**src/rtl/rv_pkg.sv**
```systemverilog
// Shared constants and types for the RV32I pipeline.
package rv_pkg;
  localparam int          XLEN       = 32;
  localparam logic [31:0] NOP_INSTR  = 32'h0000_0013;
  localparam logic [31:0] HALT_INSTR = 32'h0000_0073;
  localparam logic [31:0] RESET_PC   = 32'h0000_0000;

  typedef enum logic [1:0] {
    IDLE = 2'd0,
    RUN  = 2'd1,
    HALT = 2'd2
  } fetch_state_e;
endpackage

```
**src/rtl/if_id_reg.sv**
```systemverilog
// Pipeline register: instruction, PC, PC+4 and valid bit.
// Flush replaces the contents with a bubble and wins over stall.
module if_id_reg
  import rv_pkg::*;
#(
  parameter int          W   = 32,
  parameter logic [31:0] NOP = rv_pkg::NOP_INSTR
) (
  input  logic         clk,
  input  logic         rst,
  input  logic         stall,
  input  logic         flush,
  input  logic [31:0]  instr,
  input  logic [W-1:0] pc,
  input  logic [W-1:0] pc4,
  output logic [31:0]  instr_q,
  output logic [W-1:0] pc_q,
  output logic [W-1:0] pc4_q,
  output logic         vld_q
);
  always_ff @(posedge clk) begin
    if (rst || flush) begin
      instr_q <= NOP;
      pc_q    <= '0;
      pc4_q   <= '0;
      vld_q   <= 1'b0;
    end else if (!stall) begin
      instr_q <= instr;
      pc_q    <= pc;
      pc4_q   <= pc4;
      vld_q   <= 1'b1;
    end
  end
endmodule

```
**src/rtl/fetch_stage.sv**
```systemverilog
// IF stage: PC register, next-PC selection, start/halt FSM, and the IF/ID register.
module fetch_stage
  import rv_pkg::*;
#(
  parameter int             XLEN       = rv_pkg::XLEN,
  parameter logic [XLEN-1:0] RESET_PC  = rv_pkg::RESET_PC,
  parameter logic [31:0]    NOP_INSTR  = rv_pkg::NOP_INSTR,
  parameter logic [31:0]    HALT_INSTR = rv_pkg::HALT_INSTR
) (
  input  logic            clk,
  input  logic            rst,
  input  logic            start,
  input  logic            StallF,
  input  logic            StallD,
  input  logic            FlushD,
  input  logic            PCSrcE,
  input  logic [XLEN-1:0] PCTargetE,
  output logic [XLEN-1:0] imem_addr,
  input  logic [31:0]     imem_rdata,
  output logic [31:0]     InstrD,
  output logic [XLEN-1:0] PCD,
  output logic [XLEN-1:0] PCPlus4D,
  output logic            ValidD,
  output logic            halted
);
  fetch_state_e    state;
  logic [XLEN-1:0] pcf, pcf4;
  logic            run, halt_take, ifid_flush;

  assign imem_addr = pcf;
  assign pcf4      = pcf + XLEN'(4);
  assign run       = (state == RUN);

  // A halt word only counts on the committed path with both stages moving;
  // under StallF it is simply refetched and seen again.
  assign halt_take = run && (imem_rdata == HALT_INSTR) &&
                     !PCSrcE && !StallF && !StallD && !FlushD;

  assign ifid_flush = !run || FlushD || PCSrcE;

  always_ff @(posedge clk) begin
    if (rst) begin
      pcf    <= RESET_PC;
      state  <= IDLE;
      halted <= 1'b0;
    end else begin
      case (state)
        IDLE: if (start) state <= RUN;
        RUN: begin
          if (PCSrcE) pcf <= PCTargetE;
          else if (halt_take) begin
            state  <= HALT;
            halted <= 1'b1;
          end else if (!StallF) pcf <= pcf4;
        end
        HALT: ;
        default: state <= IDLE;
      endcase
    end
  end

  if_id_reg #(.W(XLEN), .NOP(NOP_INSTR)) u_if_id (
    .clk     (clk),
    .rst     (rst),
    .stall   (StallD),
    .flush   (ifid_flush),
    .instr   (imem_rdata),
    .pc      (pcf),
    .pc4     (pcf4),
    .instr_q (InstrD),
    .pc_q    (PCD),
    .pc4_q   (PCPlus4D),
    .vld_q   (ValidD)
  );
endmodule

```
**config.mk**
```make
export PLATFORM = sky130hd
export DESIGN_NAME = fetch_stage
export DESIGN_NICKNAME = d
export VERILOG_FILES = /design/src/rtl/rv_pkg.sv /design/src/rtl/if_id_reg.sv /design/src/rtl/fetch_stage.sv
export SDC_FILE = /design/constraint.sdc
export NUM_CORES = 1
export LEC_CHECK = 0
export ABC_AREA = 1
export CAP_MARGIN = 40
export CORE_AREA = 2 2 122 124
export CTS_BUF_LIST = sky130_fd_sc_hd__clkbuf_4
export DETAILED_ROUTE_END_ITERATION = 16
export DIE_AREA = 0 0 124 126
export PLACE_DENSITY_LB_ADDON = 0.12
export SYNTH_ARGS = -nofsm -noshare
export SYNTH_HDL_FRONTEND = slang
export SYNTH_SLANG_ARGS = --single-unit
```
**constraint.sdc**
```tcl
create_clock -name clk -period 1.46 [get_ports clk]
set_clock_uncertainty 0.05 [all_clocks]
set_input_delay 0.146 -clock clk [delete_from_list [all_inputs] [get_ports clk]]
set_output_delay 0.146 -clock clk [all_outputs]
set_load 0.005 [all_outputs]
```
==> results.yml <==
status:
  status: "complete, but fails checks"
  failed_checks: "negative setup slack"
floorplan:
  initial_core_util_pct: 42.4
  dieArea_sq_um: 15600
  io_pins: 201
  fp.dieH_um: 126
  core_sq_um: 14300
  num_rows: 44
  die_w_um: 124
placed_design:
  routabilityCongestion: 0.961
  hpwl_um: 15300
  portBuffers: 200
timing:
  setup_viol: 51
  whs_ns: 0.0874
  hold_viol: 0
  final_max_slew_viol_count: 0
  slew_headroom_pct: 73.3
  fin_ws_ns: -0.206
  tightest_slew_ns: 0.401
  rsz0062_at_grt: "yes"
  fin_crit_ns: 1.67
  finalSetupTns_ns: -5.36
  period_share_pct: 114
  fmax_mhz: 600
clocking:
  cts-root-buf: "clkbuf_4"
  cts.sinks: 130
  cts.path.max_buffers: 2
  cts_tree: "built"
  cts_inserted_buffers: 17
  clk_latency_ns: 0.55
  cts.reportedPaths.clkPinSlew_ns: 0.12
  htreeDepth: 4
global_route:
  antenna_found_initial: 1
  overflow: 0
  grt_pass1_vias: 6782
  grt_pass1_wl_um: 34000
  grt_max_degree: 40
  track_usage_pct: 28.1
power_and_ir_drop:
  ir_worst_vdd_mv: 0.615
  power_density_nw_per_um2: 761
  p_seq_share_pct: 47.1
  leakage_nw: 5.17
  power_frac_clock_pct: 31.1
  p_sw_share_pct: 30.2
  p_switching_mw: 2.38
  p_int_mw: 5.51
  pwr-share-comb_pct: 21.8
setup_path:
  crit_fanout: 7
  cp.arrival_ns: 2.10
  start_kind: "flop"
  setup.worst_path.class: "reg2reg"
  required_ns: 1.89
  rr_worst_depth: 12
  cp-end-kind: "flop"
synth:
  ys_types: 33
  synthesis.nets: 992
  synthCells: 920
  yosysWarnings: 0
  synthTopCellsByArea: "dfxtp_1 (43%), nand2_1 (17%), nor2_1 (12%)"
  ys_seq_area_share_pct: 42.9
  synth.avg_cell_area_sq_um: 6.60
  ys_ff_latch: 130
  yosysTopAreaCell: "dfxtp_1"
  syn_area_sq_um: 6070
  synth.top_cell.area_share_pct: 42.9
finish:
  nets: 1315
  drive_gt1_share_pct: 36.3
  area_growth_syn_to_layout_pct: 70.8
routing:
  drc: 0
  detail_route.first_pass.iterations: 6
  first_iter_violations: 552
  avgViaCountPerCell: 4.96
  drt_wl_total_um: 22600
  dr_total_vias: 7141
  wl_per_cell_um: 15.7
  ant_nets: 0
run:
  cap_violations: 0
hold_path:
  holdPathStages: 4
  hold_class: "in2reg"
[layout by cell type (no fill, tap or decap), types with 4 or more instances in the layout]
cell | synthesis | layout
a21oi_1 | 73 | 69
a21oi_2 | 0 | 4
buf_12 | 1 | 9
buf_2 | 4 | 6
buf_4 | 4 | 116
buf_6 | 2 | 38
clkbuf_2 | 0 | 13
clkbuf_4 | 0 | 18
clkdlybuf4s15_1 | 0 | 4
clkdlybuf4s50_1 | 0 | 69
clkinv_2 | 1 | 4
dfxtp_1 | 130 | 27
dfxtp_2 | 0 | 98
dfxtp_4 | 0 | 5
dlygate4sd2_1 | 0 | 98
inv_1 | 66 | 58
inv_2 | 0 | 8
nand2_1 | 283 | 234
nand2_2 | 1 | 30
nand2_4 | 1 | 21
nand3_1 | 33 | 26
nand3_2 | 2 | 6
nand3_4 | 1 | 4
nand3b_1 | 16 | 16
nor2_1 | 189 | 149
nor2_2 | 4 | 17
nor2_4 | 0 | 27
o211ai_1 | 10 | 10
o21ai_0 | 27 | 11
o21ai_1 | 2 | 15
xor2_2 | 0 | 13
[layout make-up]
type	instances	area [sq um]
diodes	1	2.50
clock buffers	18	135
clock inverters	13	135
fillers	1190	3940
inverters	68	263
multi-input cells	671	3660
flip-flops and latches	130	2740
well taps	184	230
repair buffers	355	3200
[registers in the layout, indices dropped and copies added, names as in the netlist]
name	count
halted	1
imem_addr	32
state	2
u_if_id.instr_q	32
u_if_id.pc4_q	30
u_if_id.pc_q	32
u_if_id.vld_q	1
[cells by family after synthesis]
group / synth area share [%]
fa+ha+maj: 0.206
simple gates: 36.0
compound gates: 9.91
flops: 42.9
buf+inv: 8.41
xor+xnor: 2.60
[through the flow]
| step | cell area (sq um) | total power [mW] | worst slack, ns | cells | util, % |
|---|---|---|---|---|---|
| floorplan | 6120 | 4.40 | -0.0239 | 920 | - |
| global placement | 9040 | 5.19 | -0.577 | 1362 | 63.2 |
| detailed placement | 9040 | 5.20 | -0.622 | 1362 | 63.2 |
| CTS | 10100 | 7.82 | -0.191 | 1436 | 70.3 |
| global route | 10400 | 8.26 | -0.342 | 1440 | 72.5 |
| finish | 10400 | 7.89 | -0.206 | 1440 | 72.5 |
[power by group through the flow]
stage	clock, mW	sequential [mW]	combinational [mW]
finish	2.45	3.72	1.72
CTS	2.49	3.71	1.62
detailed placement	0	3.80	1.40
global route	2.68	3.73	1.85
floorplan	0	3.82	0.585
global placement	0	3.80	1.39
[routing by layer]
metal  GRT usage (%)  vias up  share of wire (%)
met2            44.6      303                 46
met4            10.7        0                4.0
met5               0        -                  0
met1            35.5     3264                 41
li1                -     3503                  -
met3            9.01       71                8.5
[timing repair]
item	CTS	global route
setup buffers	43	9
endpoints found under the hold margin	1	0
pin swaps	39	51
hold buffers	1	0
endpoints found under the setup margin	181	88
cloned	2	0
resized for setup	413	120
[synth_stat cells (all sizes together)]
master	count
nor3	3
ha	1
xor2	17
a31oi	1
nor2	193
clkbuf	39
nand4	3
nand3b	16
o211ai	10
buf	12
a21oi	73
dfxtp	130
a32o	1
nand3	36
inv	66
nand2	285
o21ai	29
clkinv	2
xnor2	1
nor4	1
or2	1
[worst paths after layout]
| path | start | endpoint | slack, ns |
|---|---|---|---|
| setup reg to reg | state[1] | imem_addr[15] | -0.21 |
| hold reg to reg | u_if_id.pc_q[9] | u_if_id.pc_q[9] | 0.42 |
| hold / removal | StallD | u_if_id.pc_q[1] | 0.09 |
| setup / recovery | state[1] | imem_addr[15] | -0.21 |
[worst max-delay path, stage by stage, from the launching register on]
cell	delay (ns)
dfxtp_2	0.34
inv_2	0.07
nand2_4	0.05
nor2_4	0.09
nand3_2	0.11
nor2_4	0.12
nand3_2	0.10
nand3_4	0.13
nand2_4	0.10
inv_8	0.10
buf_12	0.13
nor2_1	0.06
nor2_1	0.14
No activity file was read; power rests on OpenSTA's default activity.
